===== config.mk =====
export PLATFORM = sky130hd
export DESIGN_NAME = cdc_handshake_src
export DESIGN_NICKNAME = d
export VERILOG_FILES = /design/src/rtl/cdc_handshake_src.sv
export SDC_FILE = /design/constraint.sdc
export NUM_CORES = 1
export LEC_CHECK = 0
export BUFFER_PORTS_ARGS = -buffer_cell sky130_fd_sc_hd__buf_2
export CORE_AREA = 3 3 40 42
export CTS_BUF_LIST = sky130_fd_sc_hd__clkbuf_4 sky130_fd_sc_hd__clkbuf_8
export DETAILED_ROUTE_END_ITERATION = 6
export DIE_AREA = 0 0 43 45
export PLACE_DENSITY = 0.78
export SLEW_MARGIN = 20
export SYNTH_ARGS = -nofsm -noshare
export SYNTH_HDL_FRONTEND = slang
export SYNTH_SLANG_ARGS = --single-unit

===== constraint.sdc =====
create_clock -name clk -period 1.85 [get_ports clk]
set_input_delay 0.555 -clock clk [delete_from_list [all_inputs] [get_ports clk]]
set_output_delay 0.555 -clock clk [all_outputs]
set_load 0.02 [all_outputs]

===== src/rtl/cdc_handshake_src.sv =====
// Source-domain end of a toggle req/ack CDC handshake: holds a word on xfer_data, toggles xfer_req after a setup delay.
// Optional ack-timeout flag enabled by defining CDC_HANDSHAKE_TIMEOUT_EN.
module cdc_handshake_src #(
  parameter int DATA_WIDTH     = 8,
  parameter int SYNC_STAGES    = 2,
  parameter int SETUP_CYCLES   = 2,
  parameter int TIMEOUT_CYCLES = 1024
) (
  input  logic                  clk,
  input  logic                  reset_n,
  input  logic                  in_valid,
  output logic                  in_ready,
  input  logic [DATA_WIDTH-1:0] in_data,
  output logic [DATA_WIDTH-1:0] xfer_data,
  output logic                  xfer_req,
  input  logic                  xfer_ack,
  output logic                  done,
  output logic                  timeout
);

  localparam int SCW = $clog2(SETUP_CYCLES + 1);

  typedef enum logic [1:0] {S_IDLE, S_SETUP, S_WAIT} state_t;

  state_t                         state, state_nxt;
  logic [SCW-1:0]                 setup_cnt;
  (* ASYNC_REG = "TRUE" *) logic [SYNC_STAGES-1:0] ack_sync;
  logic                           ack_s;
  logic                           acked;
  logic                           accept;
  logic                           launch;

  always_ff @(posedge clk or negedge reset_n) begin
    if (!reset_n) ack_sync <= '0;
    else          ack_sync <= {ack_sync[SYNC_STAGES-2:0], xfer_ack};
  end

  assign ack_s = ack_sync[SYNC_STAGES-1];
  assign acked = (ack_s == xfer_req);

  // done is decoded straight from the synchronized ack so completion is seen SYNC_STAGES edges after the toggle
  always_comb begin
    state_nxt = state;
    accept    = 1'b0;
    launch    = 1'b0;
    done      = 1'b0;
    in_ready  = (state == S_IDLE);
    case (state)
      S_IDLE:  if (in_valid) begin
                 accept    = 1'b1;
                 state_nxt = S_SETUP;
               end
      S_SETUP: if (setup_cnt == '0) begin
                 launch    = 1'b1;
                 state_nxt = S_WAIT;
               end
      S_WAIT:  if (acked) begin
                 done      = 1'b1;
                 state_nxt = S_IDLE;
               end
      default: state_nxt = S_IDLE;
    endcase
  end

  always_ff @(posedge clk or negedge reset_n) begin
    if (!reset_n) state <= S_IDLE;
    else          state <= state_nxt;
  end

  always_ff @(posedge clk or negedge reset_n) begin
    if (!reset_n) begin
      xfer_data <= '0;
      xfer_req  <= 1'b0;
      setup_cnt <= '0;
    end else begin
      if (accept) begin
        xfer_data <= in_data;
        setup_cnt <= SCW'(SETUP_CYCLES - 1);
      end else if (state == S_SETUP && !launch) begin
        setup_cnt <= setup_cnt - SCW'(1);
      end
      if (launch) xfer_req <= ~xfer_req;
    end
  end

`ifdef CDC_HANDSHAKE_TIMEOUT_EN
  localparam int TCW = $clog2(TIMEOUT_CYCLES + 1);

  logic [TCW-1:0] wait_cnt;

  always_ff @(posedge clk or negedge reset_n) begin
    if (!reset_n) begin
      wait_cnt <= '0;
      timeout  <= 1'b0;
    end else if (launch) begin
      wait_cnt <= '0;
    end else if (state == S_WAIT && wait_cnt != TCW'(TIMEOUT_CYCLES)) begin
      wait_cnt <= wait_cnt + TCW'(1);
      if (wait_cnt == TCW'(TIMEOUT_CYCLES - 1)) timeout <= 1'b1;
    end
  end
`else
  assign timeout = 1'b0;
`endif

`ifndef SYNTHESIS
  a_ack_quiet: assert property (@(posedge clk) disable iff (!reset_n)
    (state != S_WAIT) |-> acked);
  a_data_stable: assert property (@(posedge clk) disable iff (!reset_n)
    (state != S_IDLE) |=> $stable(xfer_data));
  a_done_single: assert property (@(posedge clk) disable iff (!reset_n)
    done |=> !done);
`endif

endmodule

==> results of run 1 <==
[routing by layer]
| metal | up-vias | track usage, % |
|---|---|---|
| li1 | 205 | - |
| met1 | 196 | 17.1 |
| met2 | 18 | 19.5 |
| met3 | 2 | 3.59 |
| met4 | 0 | 9.04 |
| met5 | - | 0 |
[worst paths after layout]
kind | end | startpoint | depth (start not counted) | slack, ns
worst max-delay path | done | state[0] | 2 | 0.09
worst min-delay path | xfer_data[1] | reset_n | 1 | 0.16
worst max register to register | xfer_data[6] | state[0] | 2 | 0.40
worst min register to register | ack_sync[1] | ack_sync[0] | 0 | 0.36
max in group asynchronous | ack_sync[0] | reset_n | 1 | 1.45
min in group clk | ack_sync[1] | ack_sync[0] | 0 | 0.36
[report_power, final]
group / internal [W] / total [W] / switching (W)
clock: 0.0000984 / 0.000198 / 0.0000993
sequential: 0.000470 / 0.000581 / 0.000111
combinational: 0.000287 / 0.000606 / 0.000319
total: 0.000856 / 0.00138 / 0.000529
[worst register-to-register path, stage by stage (launching register included)]
cell	delay [ns]
dfrtp_1	0.50
nor3b_4	0.46
mux2_2	0.39
[stage by stage]
step	hold slack [ns]	util (%)	worst slack, ns
floorplan	0.259	-	0.387
global placement	0.332	58.5	0.291
detailed placement	0.346	58.5	0.266
CTS	0.164	60.9	0.0636
global route	0.172	60.9	0.00795
finish	0.156	60.9	0.0873
[cell type report]
type / instances / area share (%)
multi-input cells: 26 / 30.7
inverters: 2 / 0.960
repair buffers: 22 / 14.1
flip-flops and latches: 15 / 48.0
clock buffers: 4 / 3.84
well taps: 15 / 2.40
[registers in the layout, indices dropped and copies added, names as in the netlist]
| register | count |
|---|---|
| xfer_req | 1 |
| xfer_data | 8 |
| state | 2 |
| ack_sync | 2 |
| setup_cnt | 2 |
[cell families after synthesis]
logic type,Yosys count
compound gates,5
xor+xnor,2
fa+ha+maj,1
buf+inv,4
flops,15
mux,8
other cells,1
simple gates,9
[layout by cell type (no fill, tap or decap), drive strengths merged]
cell | synthesis | layout
a211o | 1 | 1
a21oi | 1 | 1
a221oi | 1 | 1
and3 | 1 | 1
and3b | 1 | 1
and4bb | 1 | 1
buf | 2 | 22
clkbuf | 0 | 4
conb | 1 | 1
dfrtp | 15 | 15
ha | 1 | 1
inv | 2 | 2
mux2 | 8 | 8
nand3b | 1 | 1
nor2 | 1 | 1
nor2b | 1 | 1
nor3b | 1 | 1
nor4b | 1 | 1
o21ai | 1 | 1
o21bai | 1 | 1
or2b | 1 | 1
xnor2 | 2 | 2
==> out/results.ini, run 1 <==
[outcome]
status = complete, no violations

[drt]
wl_met1_um = 494
wirelength_um = 1030
vias_per_cell = 5.01
num_vias = 421
drtPass1Iterations = 1
antenna_left = 0
route.met2.wl_um = 457
dr.max_layer_used = met4
met3WireLength_um = 70
drt-initial-drc-count = 0
wl_per_cell_um = 12.3
route.detailed.drc = 0

[clock_network]
cts-root-buf = clkbuf_4
cts_buffer_depth = 2
cts_made_buffers = 3
hold_buffers = 0
cts_resized = 0
postCtsSetupBuffers = 0
clkSinkCount = 15
cts_tree = built
worstSkewPairLatency_ns = 0.28
clk_pin_slew_ns = 0.08
htree_levels = 1

[setup_path]
cp_cell_sequence = and3b_2 -> buf_2
crit_type = flip-flop to output port
crit_arrival_ns = 1.21
cpMaxStageDelayCell = dfrtp_1
path_max_fanout = 11
cp-start-kind = flip-flop
max_stage_delay_ns = 0.53
critical-path-top-delay-family = flip-flops
cp_num_buf_inv = 1
end_kind = output port
cp_data_required_time_ns = 1.29

[floorplan]
row_count = 13
core_area_um2 = 1280
ioPinCount = 24
die-area_um2 = 1940
die_w_um = 43
initial_core_util_pct = 49.5
die_h_um = 45

[synthesis]
async_flop_share_pct = 100
ys.flop_type = dfrtp_1
synth_xor_area_share_pct = 2.76
synth_seq_cells = 15
synth_compound_area_share_pct = 5.51
yosys-top-cells-count = dfrtp_1 (15), mux2_2 (8), inv_1 (2), xnor2_1 (2)
synth_top_family_by_area = multiplexers
yosys_warnings = 0
synth-simple-area-share_pct = 12.8
muxShareOfSynthArea_pct = 14.2
syn_inst = 45
synth_edf_count = 0
yosysMostFrequentCell = dfrtp_1
yosysTopAreaCellShare_pct = 59.1
synth_nets = 58
yosys.area_share.adder_pct = 1.97
synth_area_per_cell_um2 = 14.1
syn_area_um2 = 636
ys_seq_area_share_pct = 59.1
yosys-top-cells-area = dfrtp_1 (59%), mux2_2 (14%), nor3b_4 (3.0%)
ys_types = 22
synth_largest_area_cell = dfrtp_1

[global_routing]
grt_start_max_net_pins = 16
grtUsageTotal_pct = 13.2
first_global_vias = 428
overflow = 0
grt_pass1_wl_um = 1830
antenna_found_initial = 0

[cells_and_area]
synthToLayoutAreaGrowth_pct = 23.0
final_area_um2 = 782
n_fill_cell = 107
diodes = 0
seq_area_um2 = 375
drive_above_1_share_pct = 53.6
multi_input_area_um2 = 240
layout.nets = 83
stdcell_count = 84

[place]
place_inst = 80
dp_hpwl_um = 763
place_congestion = 0.622
placed_area_um2 = 752
portBuffers = 22

[job]
max-cap-violations = 0

[sta]
maxSlewViolCount = 0
fin_worst_skew_ns = 0.00307
fmax_ghz = 0.567
post-route-min-period_ns = 1.76
setup_violations = 0
fin_crit_sh_pct = 95.3
setup_tns_ns = 0
hold_violations = 0
grt_setup_unrepaired = false

[pwr]
total_power_w = 0.00138
vdd_drop_max_v = 0.000885
p_per_area_nw_per_um2 = 1770
p_leak_nw = 0.385

[hold_path]
min_path_type = input port to async pin

Note: power is estimated with default switching activity, not from simulation.
==> run 2: changes to the inputs <==
==> constraint.sdc (replaced) <==
create_clock -name clk -period 1.85 [get_ports clk]
set_input_delay 0.555 -clock clk [delete_from_list [all_inputs] [get_ports clk]]
set_output_delay 0.555 -clock clk [all_outputs]
set_load 0.05 [all_outputs]
==> out/results.ini, run 2 (synthesis gave the netlist of run 1 again) <==
[sta]
grt_setup_unrepaired = false
maxSlewViolCount = 0
setup_violations = 0
setup_tns_ns = 0
fin_crit_sh_pct = 96.1
fin_worst_skew_ns = 0.00568
fmax_ghz = 0.563
post-route-min-period_ns = 1.78
hold_violations = 0

[setup_path]
crit_type = flip-flop to output port
end_kind = output port
crit_arrival_ns = 1.22
cp_data_required_time_ns = 1.29
crit_start = xfer_req
cp-endpoint = done
cp-start-kind = flip-flop
path_max_fanout = 3
timing.rr.end = xfer_data[2]
r2r_slack_ns = 0.43
reg2reg_depth = 2
r2r_start = state[0]

[cells_and_area]
multi_input_area_um2 = 248
seq_area_um2 = 377
drive_above_1_share_pct = 56.5
largest_reg_flops = 8
n_fill_cell = 116
synthToLayoutAreaGrowth_pct = 25.6
largest-register = xfer_data
layout.nets = 83
diodes = 0
most-common-layout-cells = buf_2 (21), dfrtp_1 (14), mux2_2 (8), clkbuf_4 (3), inv_1 (2)
mostFrequentLayoutCell = buf_2

[floorplan]
die_w_um = 43
ioPinCount = 24
die_h_um = 45
core_area_um2 = 1280
die-area_um2 = 1940
row_count = 13
initial_core_util_pct = 49.5

[place]
place_congestion = 0.602
dp_hpwl_um = 807
portBuffers = 22

[drt]
wl_per_cell_um = 12.3
route.detailed.drc = 0
vias_per_cell = 5.04
wirelength_um = 1030
antenna_left = 0
drt-initial-drc-count = 6
num_vias = 423
drtPass1Iterations = 3

[global_routing]
grtUsageTotal_pct = 12.5
grt_start_max_net_pins = 16
first_global_vias = 464
antenna_found_initial = 0
grt_pass1_wl_um = 1790
overflow = 0

[hold_path]
min_path_type = input port to async pin

[job]
max-cap-violations = 0

[clock_network]
htree_levels = 1
cts_buffer_depth = 2
clkSinkCount = 15
cts-root-buf = clkbuf_4
cts_made_buffers = 3
worstSkewPairLatency_ns = 0.28
clk_pin_slew_ns = 0.09
cts_tree = built

[outcome]
status = complete, no violations

==> run 2: critical path, stage by stage, from the launching register on <==
cell	delay (ns)
dfrtp_1	0.43
xnor2_2	0.14
and3b_2	0.22
buf_8	0.15
==> run 2: worst min-delay path by stage <==
stage / from / endpoint / slack, ns / cells past startpoint
2_1_floorplan: reset_n / ack_sync[0] / 0.26 / 0
6_report: reset_n / xfer_data[5] / 0.15 / 1
3_3_place_gp: ack_sync[0] / ack_sync[1] / 0.33 / 0
4_1_cts: reset_n / xfer_data[5] / 0.16 / 1
3_5_place_dp: ack_sync[0] / ack_sync[1] / 0.34 / 0
5_1_grt: reset_n / xfer_data[5] / 0.15 / 1
==> run 2: metrics by stage <==
stage / worst slack, ns / util [%] / cell area [um^2] / hold WS [ns] / cells
5_1_grt: 0.00786 / 62.1 / 798 / 0.153 / 84
2_1_floorplan: 0.0826 / - / 636 / 0.259 / 45
6_report: 0.0727 / 62.1 / 798 / 0.153 / 84
4_1_cts: 0.0131 / 60.9 / 782 / 0.163 / 84
3_3_place_gp: 0.299 / 58.5 / 752 / 0.334 / 80
3_5_place_dp: 0.268 / 58.5 / 752 / 0.343 / 80
==> run 2: routing by layer <==
layer	vias up	part of all wire, %	global-route usage (%)
met2	16	48	22.2
met1	204	45	12.6
met5	-	0	0
met3	0	7.5	4.78
met4	0	0	7.23
li1	203	-	-
==> run 2: area by class of cell <==
| cell class | instances | share of cell area (%) |
|---|---|---|
| clock buffers | 3 | 2.82 |
| repair buffers | 22 | 15.0 |
| clock inverters | 1 | 0.627 |
| well taps | 15 | 2.35 |
| inverters | 2 | 0.940 |
| flip-flops and latches | 15 | 47.2 |
| multi-input cells | 26 | 31.0 |
==> run 2: repair_timing <==
action | CTS | global route
resized for setup | 1 | 4
endpoints found under the setup margin | 1 | 1
setup buffers | 0 | 0
hold buffers | 0 | 0
pin swaps | 0 | 1
Power of run 2 is left out: the tool's default activity adds up to more than one toggle a clock period on the data nets, which glitch-free logic cannot reach.
==> run 3: changes to the inputs <==
--- a/config.mk
+++ b/config.mk
@@ -5,12 +5,13 @@
 export SDC_FILE = /design/constraint.sdc
 export NUM_CORES = 1
 export LEC_CHECK = 0
+export ABC_AREA = 1
 export BUFFER_PORTS_ARGS = -buffer_cell sky130_fd_sc_hd__buf_2
 export CORE_AREA = 3 3 40 42
 export CTS_BUF_LIST = sky130_fd_sc_hd__clkbuf_4 sky130_fd_sc_hd__clkbuf_8
 export DETAILED_ROUTE_END_ITERATION = 6
 export DIE_AREA = 0 0 43 45
-export PLACE_DENSITY = 0.78
+export PLACE_DENSITY = 0.79
 export SLEW_MARGIN = 20
 export SYNTH_ARGS = -nofsm -noshare
 export SYNTH_HDL_FRONTEND = slang
==> out/results.ini, run 3 <==
[pwr]
p_leak_nw = 0.451
p_per_area_nw_per_um2 = 2080
vdd_drop_max_v = 0.000972

[clock_network]
clk_pin_slew_ns = 0.08
clkSinkCount = 15
worstSkewPairLatency_ns = 0.27
cts_buffer_depth = 2
hold_buffers = 0
cts_tree = built
cts-root-buf = clkbuf_4
cts_made_buffers = 3
htree_levels = 1

[cells_and_area]
synthToLayoutAreaGrowth_pct = 25.4
diodes = 0
largest_reg_flops = 8
largest-register = xfer_data
final_area_um2 = 810
layout.nets = 104
most-common-layout-cells = nand2_1 (20), buf_2 (20), dfrtp_1 (13), nand3_1 (11)
drive_above_1_share_pct = 40.0

[drt]
antenna_left = 0
wl_met1_um = 509
wirelength_um = 1080
dr.max_layer_used = met4
met3WireLength_um = 104
drtPass1Iterations = 4
num_vias = 497
vias_per_cell = 4.73
wl_per_cell_um = 10.3
route.detailed.drc = 0
route.met2.wl_um = 459
drt-initial-drc-count = 4

[sta]
maxSlewViolCount = 0
hold_violations = 0
fin_worst_skew_ns = 0.00381
setup_tns_ns = 0
fmax_ghz = 0.564
setup_violations = 0
post-route-min-period_ns = 1.77
fin_crit_sh_pct = 95.9
grt_setup_unrepaired = false

[global_routing]
overflow = 0
grtUsageTotal_pct = 14.1
antenna_found_initial = 0
first_global_vias = 485
grt_start_max_net_pins = 16
grt_pass1_wl_um = 2040

[place]
dp_hpwl_um = 833
place_congestion = 0.746
portBuffers = 22
placed_area_um2 = 764

[floorplan]
initial_core_util_pct = 50.2
die_h_um = 45
core_area_um2 = 1280
die_w_um = 43
row_count = 13
die-area_um2 = 1940
ioPinCount = 24

[setup_path]
path_max_fanout = 4
r2r_slack_ns = 0.75
cpMaxStageDelayCell = dfrtp_2
end_kind = output port
max_stage_delay_ns = 0.43
crit_arrival_ns = 1.22
cp-start-kind = flip-flop
crit_type = flip-flop to output port
cp_cell_sequence = inv_2 -> nor2_1 -> nor2b_2 -> buf_4
cp_data_required_time_ns = 1.29

[synthesis]
yosysTopAreaCellShare_pct = 58.1
ys_seq_area_share_pct = 58.1
async_flop_share_pct = 100
ys_types = 17
ys.flop_type = dfrtp_1
syn_inst = 65
yosys-top-cells-area = dfrtp_1 (58%), nand2_1 (12%), nand3_1 (8.5%)
yosys_warnings = 0
synth_area_per_cell_um2 = 9.93
synth_largest_area_cell = dfrtp_1
yosys-top-cells-count = nand2_1 (20), dfrtp_1 (15), nand3_1 (11)
synth_nets = 78
synth_seq_cells = 15
synth_edf_count = 0
yosysMostFrequentCell = nand2_1
syn_area_um2 = 646

[outcome]
status = complete, no violations

[job]
max-cap-violations = 0

[hold_path]
min_path_type = input port to async pin

[run 3: changes by cell type after synthesis, sizes merged, moves of 3 or more]
cell and change:
mux2 -8, nand2 +24, nand3 +11, inv +3
[run 3: what timing repair did]
item                       CTS  global route
gates resized for setup      2             2
buffers inserted             0             1
setup endpoints to repair    2             2
pin swaps                    0             0
[run 3: final timing paths]
check                        startpoint            to  depth (start not counted)
min in group clk            ack_sync[0]   ack_sync[1]                          0
min reg2reg                 ack_sync[0]   ack_sync[1]                          0
max reg2reg                setup_cnt[0]  setup_cnt[0]                          7
min                             reset_n  xfer_data[3]                          1
max                            state[1]          done                          4
max in group asynchronous       reset_n      state[0]                          1
[run 3: area by class of cell]
cell class | instances | area (um^2)
clock buffer | 4 | 30.0
fill | 114 | 475
inverter | 5 | 18.8
multi-input combinational | 43 | 241
sequential | 15 | 378
tap | 15 | 18.8
timing repair buffer | 23 | 123
[run 3: critical path, delay by kind of cell (launching register included)]
kind / cells / cell delay, ns
buffers and inverters: 2 / 0.26
DFF: 1 / 0.43
and+or+nand+nor: 2 / 0.25
[run 3: cells by family (layout without fill, tap and decap cells)]
logic type | Yosys count | after routing | synth area share [%]
XOR/XNOR | 2 | 2 | 2.71
adder cells (fa/ha/maj) | 1 | 1 | 1.94
buffers and inverters | 7 | 32 | 4.84
flip-flops | 15 | 15 | 58.1
other | 1 | 1 | 0.581
AND/OR/NAND/NOR | 39 | 39 | 31.8
[run 3: routing by layer]
layer  vias to the layer above  global-route usage (%)
met5                         -                       0
met4                         0                    7.23
met3                         2                    3.19
met2                        21                    21.0
met1                       221                    19.6
li1                        253                       -
[run 3: report_power, final]
group / internal (W) / switching (W)
clock: 0.0000981 / 0.0000934
combinational: 0.000254 / 0.000675
sequential: 0.000467 / 0.0000985
[run 3: metrics by stage]
| stage | std cells | setup WS (ns) | total power (W) | utilization, % | hold slack [ns] |
|---|---|---|---|---|---|
| CTS | 104 | 0.0152 | 0.00169 | 62.2 | 0.174 |
| floorplan | 65 | 0.00429 | 0.00129 | - | 0.259 |
| global route | 105 | 0.0109 | 0.00182 | 63.0 | 0.173 |
| finish | 105 | 0.0764 | 0.00169 | 63.0 | 0.163 |
| global placement | 100 | 0.298 | 0.00147 | 59.5 | 0.334 |
| detailed placement | 100 | 0.270 | 0.00148 | 59.5 | 0.337 |
